===== config.mk =====
export PLATFORM = sky130hd
export DESIGN_NAME = cv32e40p_ft_recovery_ctrl_flat
export DESIGN_NICKNAME = d
export VERILOG_FILES = /design/src/rtl/cv32e40p_ft_recovery_ctrl_if.sv /design/src/rtl/cv32e40p_ft_recovery_ctrl.sv /design/src/flat_wrapper.sv
export SDC_FILE = /design/constraint.sdc
export NUM_CORES = 1
export LEC_CHECK = 0
export BUFFER_PORTS_ARGS = -buffer_cell sky130_fd_sc_hd__buf_4
export CAP_MARGIN = 20
export CELL_PAD_IN_SITES_DETAIL_PLACEMENT = 1
export CELL_PAD_IN_SITES_GLOBAL_PLACEMENT = 2
export CORE_MARGIN = 2
export CORE_UTILIZATION = 39
export DETAILED_ROUTE_END_ITERATION = 8
export GPL_ROUTABILITY_DRIVEN = 0
export PLACE_DENSITY = 0.86
export RECOVER_POWER = 50
export SLEW_MARGIN = 20
export SYNTH_ARGS = -nofsm -noshare
export SYNTH_HDL_FRONTEND = slang
export SYNTH_SLANG_ARGS = --single-unit

===== constraint.sdc =====
create_clock -name clk -period 6.1 [get_ports clk]
set_input_delay 1.22 -clock clk [delete_from_list [all_inputs] [get_ports clk]]
set_output_delay 1.22 -clock clk [all_outputs]
set_load 0.05 [all_outputs]

===== src/rtl/cv32e40p_ft_recovery_ctrl_if.sv =====
// Signal bundle between the recovery sequencer, the TMR aligner voters and the fetch front end.
// The controller takes the slave view; the aligner/front-end side takes the master view.
interface cv32e40p_ft_recovery_ctrl_if;
  logic [2:0] block_err_i;
  logic [2:0] force_broken_i;
  logic       flush_ack_i;
  logic [2:0] is_broken_o;
  logic       flush_req_o;
  logic       resync_o;
  logic       fatal_o;
  logic [1:0] state_o;
  logic [7:0] recovery_cnt_o;

  modport slave (
    input  block_err_i, force_broken_i, flush_ack_i,
    output is_broken_o, flush_req_o, resync_o, fatal_o, state_o, recovery_cnt_o
  );

  modport master (
    output block_err_i, force_broken_i, flush_ack_i,
    input  is_broken_o, flush_req_o, resync_o, fatal_o, state_o, recovery_cnt_o
  );
endinterface


===== src/rtl/cv32e40p_ft_recovery_ctrl.sv =====
// Recovery sequencer for the triplicated aligner: leaky-bucket scoring per replica,
// sticky broken flags, and a flush/resync FSM that escalates to a sticky fatal state.
module cv32e40p_ft_recovery_ctrl #(
  parameter int unsigned INCREMENT     = 4,
  parameter int unsigned DECREMENT     = 1,
  parameter int unsigned THRESHOLD     = 16,
  parameter int unsigned COUNT_BIT     = 5,
  parameter int unsigned ACK_TIMEOUT   = 15,
  parameter int unsigned RESYNC_CYCLES = 2
) (
  input logic clk,
  input logic rst,
  cv32e40p_ft_recovery_ctrl_if.slave bus
);

  typedef enum logic [1:0] {
    IDLE   = 2'd0,
    FLUSH  = 2'd1,
    RESYNC = 2'd2,
    FAULT  = 2'd3
  } state_e;

  localparam int unsigned TIMER_MAX = (ACK_TIMEOUT > RESYNC_CYCLES) ? ACK_TIMEOUT : RESYNC_CYCLES;
  localparam int unsigned TW        = $clog2(TIMER_MAX + 2);

  localparam logic [COUNT_BIT:0] INC_W   = (COUNT_BIT + 1)'(INCREMENT);
  localparam logic [COUNT_BIT:0] DEC_W   = (COUNT_BIT + 1)'(DECREMENT);
  localparam logic [COUNT_BIT:0] THR_W   = (COUNT_BIT + 1)'(THRESHOLD);
  localparam logic [COUNT_BIT:0] SAT_W   = {1'b0, {COUNT_BIT{1'b1}}};
  localparam logic [TW-1:0]      TO_W    = TW'(ACK_TIMEOUT);
  localparam logic [TW-1:0]      RS_LAST = TW'(RESYNC_CYCLES - 1);

  state_e                       state_q, state_d;
  logic [TW-1:0]                timer_q, timer_d;
  logic [2:0][COUNT_BIT-1:0]    score_q, score_d;
  logic [2:0]                   broken_q, broken_d;
  logic [7:0]                   cnt_q, cnt_d;
  logic [2:0]                   err_eff;
  logic                         in_resync;

  // Saturating add / floored subtract done one bit wider than the score.
  function automatic logic [COUNT_BIT-1:0] next_score(input logic [COUNT_BIT-1:0] s,
                                                       input logic              err);
    logic [COUNT_BIT:0] wide;
    logic [COUNT_BIT:0] res;
    wide = {1'b0, s};
    if (err) begin
      res = wide + INC_W;
      if (res > SAT_W) res = SAT_W;
    end else begin
      res = (wide > DEC_W) ? (wide - DEC_W) : '0;
    end
    return res[COUNT_BIT-1:0];
  endfunction

  function automatic logic two_or_more(input logic [2:0] v);
    return (v[0] & v[1]) | (v[0] & v[2]) | (v[1] & v[2]);
  endfunction

  assign in_resync = (state_q == RESYNC);
  assign err_eff   = bus.block_err_i & ~broken_q & {3{~in_resync}};

  always_comb begin
    score_d  = score_q;
    broken_d = broken_q | bus.force_broken_i;
    for (int i = 0; i < 3; i++) begin
      if (!broken_q[i]) begin
        score_d[i] = next_score(score_q[i], err_eff[i]);
        if ({1'b0, score_d[i]} >= THR_W) broken_d[i] = 1'b1;
      end
    end
  end

  // The untrusted-vote / exhausted-redundancy override is applied last so it beats every state.
  always_comb begin
    state_d = state_q;
    timer_d = timer_q;
    cnt_d   = cnt_q;
    case (state_q)
      IDLE: begin
        if (|err_eff) begin
          state_d = FLUSH;
          timer_d = '0;
        end
      end
      FLUSH: begin
        if (bus.flush_ack_i) begin
          state_d = RESYNC;
          timer_d = '0;
        end else if (timer_q == TO_W) begin
          state_d = FAULT;
        end else begin
          timer_d = timer_q + TW'(1);
        end
      end
      RESYNC: begin
        if (timer_q == RS_LAST) begin
          state_d = IDLE;
          timer_d = '0;
          if (cnt_q != 8'hFF) cnt_d = cnt_q + 8'd1;
        end else begin
          timer_d = timer_q + TW'(1);
        end
      end
      FAULT:   state_d = FAULT;
      default: state_d = FAULT;
    endcase
    if (two_or_more(broken_d) || two_or_more(err_eff)) begin
      state_d = FAULT;
      cnt_d   = cnt_q;
    end
  end

  always_ff @(posedge clk or posedge rst) begin
    if (rst) begin
      state_q  <= IDLE;
      timer_q  <= '0;
      score_q  <= '0;
      broken_q <= '0;
      cnt_q    <= '0;
    end else begin
      state_q  <= state_d;
      timer_q  <= timer_d;
      score_q  <= score_d;
      broken_q <= broken_d;
      cnt_q    <= cnt_d;
    end
  end

  assign bus.is_broken_o    = broken_q;
  assign bus.flush_req_o    = (state_q == FLUSH);
  assign bus.resync_o       = in_resync;
  assign bus.fatal_o        = (state_q == FAULT);
  assign bus.state_o        = state_q;
  assign bus.recovery_cnt_o = cnt_q;

endmodule


===== src/flat_wrapper.sv =====
// flat-port wrapper written by rule: the top's interface ports become plain ports
module cv32e40p_ft_recovery_ctrl_flat 
#(
  parameter int unsigned INCREMENT     = 4,
  parameter int unsigned DECREMENT     = 1,
  parameter int unsigned THRESHOLD     = 16,
  parameter int unsigned COUNT_BIT     = 5,
  parameter int unsigned ACK_TIMEOUT   = 15,
  parameter int unsigned RESYNC_CYCLES = 2
)
  (clk, rst, bus_block_err_i, bus_force_broken_i, bus_flush_ack_i, bus_is_broken_o, bus_flush_req_o, bus_resync_o, bus_fatal_o, bus_state_o, bus_recovery_cnt_o);
  cv32e40p_ft_recovery_ctrl_if bus_i ();
  input logic clk;
  input logic rst;
  input wire logic [$bits(bus_i.block_err_i)-1:0] bus_block_err_i;
  input wire logic [$bits(bus_i.force_broken_i)-1:0] bus_force_broken_i;
  input wire logic [$bits(bus_i.flush_ack_i)-1:0] bus_flush_ack_i;
  output wire logic [$bits(bus_i.is_broken_o)-1:0] bus_is_broken_o;
  output wire logic [$bits(bus_i.flush_req_o)-1:0] bus_flush_req_o;
  output wire logic [$bits(bus_i.resync_o)-1:0] bus_resync_o;
  output wire logic [$bits(bus_i.fatal_o)-1:0] bus_fatal_o;
  output wire logic [$bits(bus_i.state_o)-1:0] bus_state_o;
  output wire logic [$bits(bus_i.recovery_cnt_o)-1:0] bus_recovery_cnt_o;
  assign bus_i.block_err_i = bus_block_err_i;
  assign bus_i.force_broken_i = bus_force_broken_i;
  assign bus_i.flush_ack_i = bus_flush_ack_i;
  assign bus_is_broken_o = bus_i.is_broken_o;
  assign bus_flush_req_o = bus_i.flush_req_o;
  assign bus_resync_o = bus_i.resync_o;
  assign bus_fatal_o = bus_i.fatal_o;
  assign bus_state_o = bus_i.state_o;
  assign bus_recovery_cnt_o = bus_i.recovery_cnt_o;
  cv32e40p_ft_recovery_ctrl #(.INCREMENT(INCREMENT), .DECREMENT(DECREMENT), .THRESHOLD(THRESHOLD), .COUNT_BIT(COUNT_BIT), .ACK_TIMEOUT(ACK_TIMEOUT), .RESYNC_CYCLES(RESYNC_CYCLES)) u_core (.clk(clk), .rst(rst), .bus(bus_i));
endmodule

==> results.sh <==
export IMPL_run_status="finished with violations"
export IMPL_violations="max-capacitance violations, max-slew violations"
export IMPL_synth_async_reset_ratio=1.000
export IMPL_crit_path_cell_trace="buf_4, nand2b_1, a211oi_2, or3_1, a311o_1, maj3_2, nor2_1, mux2_1"
export IMPL_worst_slew_pin_slew_ps=1847
export IMPL_p_int_uw=345.0
export IMPL_period_share=0.5000
export IMPL_area_growth_pct=13.46
export IMPL_crit_path_end_kind="flop"
export IMPL_start_util=0.4110
export IMPL_yosys_warnings=0
export IMPL_num_rows=27
export IMPL_cp_required_ps=6270
export IMPL_met1_usage=0.2341
export IMPL_routed_via_density=5.415
export IMPL_largest_net_degree_at_the_start_of_global_routing=34
export IMPL_cts_sink_count=33
export IMPL_top_achievable_clock_speed_ghz=0.3279
export IMPL_ys_ff_latch=33
export IMPL_worst_slack_placed_ps=2877
export IMPL_gr_usage_total=0.1826
export IMPL_syn_nets=296
export IMPL_io_pins=25
export IMPL_critPathMaxFanout=8
export IMPL_critical_path_startpoint_category="input port"
export IMPL_dp_hpwl_um=3953
export IMPL_post_synth_mux_area_share=0.02389
export IMPL_dpl_cell_count=352
export IMPL_dieArea_sq_mm=0.006541
export IMPL_p_comb_frac=0.152
export IMPL_cts_setup_buffers=0
export IMPL_swShare=0.2821
export IMPL_critical_path_max_stage_delay_ps=400
export IMPL_p_clk_frac=0.351
export IMPL_final_net_count=320
export IMPL_placeableCoreArea_sq_mm=0.005608
export IMPL_syn_area_per_cell_sq_um=8.763
export IMPL_critPathArrivalTime_ps=3220
export IMPL_first_global_vias=1971
export IMPL_numCtsBuffers=5
export IMPL_cts_clk_slew_worst_paths_ps=60
export IMPL_number_of_design_rule_violations_left_after_detail_routing=0
export IMPL_syn_cell_area_sq_mm=0.002305
export IMPL_worst_slew_margin_rel=-0.2316
export IMPL_netlist_top_cells_count="33 x dfrtp_1, 30 x o21ai_0, 28 x inv_1, 28 x nor2_1, 24 x ha_1"
export IMPL_bufs_on_longest_clock_path=2
export IMPL_power_uw=480.6
export IMPL_cts_repair_resized=0
export IMPL_post_synth_and_or_nand_nor_area_fraction=0.1824
export IMPL_synth_flop_cell="dfrtp_1"
export IMPL_finalClockSkew_ps=5.935
export IMPL_synthCells=263
export IMPL_die_h_um=80.88
export IMPL_powerDensity_mw_per_mm2=183.8
export IMPL_synth_largest_type_area_fraction=0.3583
export IMPL_drt_wl_total_um=5341
export IMPL_finished_core_util=0.4663
export IMPL_cts_htree_levels=2
export IMPL_cell_types_occupying_the_most_area_after_synthesis="dfrtp_1 36%, ha_1 13%, o21ai_0 6.5%"
export IMPL_synth_compound_area_frac=0.2058
export IMPL_ant_nets=0
export IMPL_globalRouteOverflowTotal=0
export IMPL_numPortBuffers=24
export IMPL_dr_total_vias=1944
export IMPL_vdd_ir_drop_worst_v=0.00009323
export IMPL_synth_adder_area_share=0.1395
export IMPL_holdCritPathClass="reg2reg"
export IMPL_gr_max_usage_layer="met2"
export IMPL_synth_top_family_by_area="compound AO/OA/AOI/OAI gates"
export IMPL_wl_per_cell_um=14.88
export IMPL_edff_count_synth=0
export IMPL_timing_final_setup_violations=0
export IMPL_yosysMostFrequentCell="dfrtp_1"
export IMPL_detailedRoute_firstIterationViolations=82
export IMPL_crit_path_top_delay_cell="maj3_2"
export IMPL_finalWorstSetupSlack_ps=3050
export IMPL_rsz0062_at_grt="no"
export IMPL_switching_power_uw=135.6
export IMPL_drt_pre_antenna_iters=4
export IMPL_synth_xor_area_share=0.02660
export IMPL_synth_cell_types=48
export IMPL_synth_area_leader_cell="dfrtp_1"
export IMPL_antenna_cells_inserted=0
export IMPL_static_leak_uw=0.001223
export IMPL_maxSlewViolCount=34
export IMPL_clock_root_buffer="clkbuf_8"
export IMPL_yosysSeqAreaShare=0.3583
export IMPL_grt_antenna_before_repair=0
export IMPL_finalSetupTns_ps=0
export IMPL_wire_length_of_the_first_global_routing_pass_um=9266
export IMPL_seq_power_share=0.497
export IMPL_global_route_usage_met3=0.03556
export IMPL_max_cap_violations=1
export IMPL_timing_worst_setup_path_type="in2reg"
export IMPL_stdcell_count=359
export IMPL_layout_drive_gt1_share=0.1429
export IMPL_worstSkewPairLatency_ps=280
export IMPL_final_period_minus_worst_setup_slack_ps=3050
export IMPL_grt_util_met2=0.3058
export IMPL_cts_tree="built"
export IMPL_hold_violations=0
export IMPL_cts_hold_buf=0
export IMPL_floorplan_die_width_um=80.88
## flip-flops by register name (all words and copies together) (netlist names)
name                       cells
u_core.bus.recovery_cnt_o      8
u_core.bus.state_o             2
u_core.bus.is_broken_o         3
u_core.timer_q                 5
u_core.score_q                15
## per-stage QoR
stage	instance area, sq um	hold slack (ps)
CTS	2628	527.8
detailed placement	2541	514.0
global route	2615	556.4
finish	2615	519.0
floorplan	2305	471.6
global placement	2541	501.0
## layout by cell type, fill, tap and decap left out, types with 3 or more instances in the layout
cell	synthesis	routed
o311ai_0	3	3
nor3_1	4	4
o31ai_1	3	3
nand2b_1	3	4
a21oi_1	15	15
dfrtp_1	33	33
xor2_1	6	6
nand2_1	15	15
nor2_1	28	28
o32a_1	3	3
ha_1	24	24
o21ai_0	30	30
nand4_1	3	3
nand3_1	8	8
inv_1	28	28
buf_4	0	23
o22a_1	4	4
clkbuf_8	0	6
nor4_1	4	4
a31oi_1	4	4
## per-layer routing
metal | vias to the layer above | wire (um)
met5 | - | 0
met4 | 0 | 54
met3 | 4 | 141
met2 | 15 | 2576
met1 | 954 | 2568
li1 | 971 | -
## power by group through the flow
stage               logic, uW  clock network (uW)  registers (uW)
floorplan                55.6                   0             239
global placement         73.5                   0             243
detailed placement       74.3                   0             243
CTS                      74.8                 176             239
global route             83.9                 185             241
finish                   73.2                 169             239
## critical path, delay by kind of cell
kind | cells | cell delay, ps
simple gates | 3 | 770
fa+ha+maj | 1 | 400
compound gates | 2 | 360
mux | 1 | 340
buf+inv | 1 | 120
## final timing paths
kind,endpoint,start,cells past startpoint,slack (ps)
setup / recovery,u_core.bus.recovery_cnt_o[1]$_DFFE_PP0P_,bus_block_err_i[0],8,3050
hold / removal,u_core.timer_q[4]$_DFFE_PP0P_,u_core.timer_q[4]$_DFFE_PP0P_,2,520
setup reg to reg,u_core.bus.recovery_cnt_o[1]$_DFFE_PP0P_,u_core.bus.state_o[0]$_DFFE_PP0P_,9,3110
hold reg to reg,u_core.timer_q[4]$_DFFE_PP0P_,u_core.timer_q[4]$_DFFE_PP0P_,2,520
max in group asynchronous,u_core.timer_q[2]$_DFFE_PP0P_,rst,3,3440
min in group asynchronous,u_core.score_q[3]$_DFFE_PP0N_,rst,3,1600
## final cells by class
| type | instances | area [sq um] |
|---|---|---|
| fillers | 686 | 2993 |
| clock buffers | 7 | 86.33 |
| multi-input cells | 194 | 1324 |
| well taps | 72 | 90.09 |
| inverters | 28 | 105.1 |
| flip-flops and latches | 33 | 825.8 |
| repair buffers | 25 | 183.9 |
## logic make-up (layout without fill, tap and decap cells)
kind of cell,after synthesis,count (layout)
AO/OA/AOI/OAI,74,74
XOR/XNOR,7,7
adder cells (fa/ha/maj),26,26
buffers and inverters,36,60
flip-flops,33,33
multiplexers,5,5
AND/OR/NAND/NOR,82,82
Note: power is estimated with default switching activity, not from simulation.
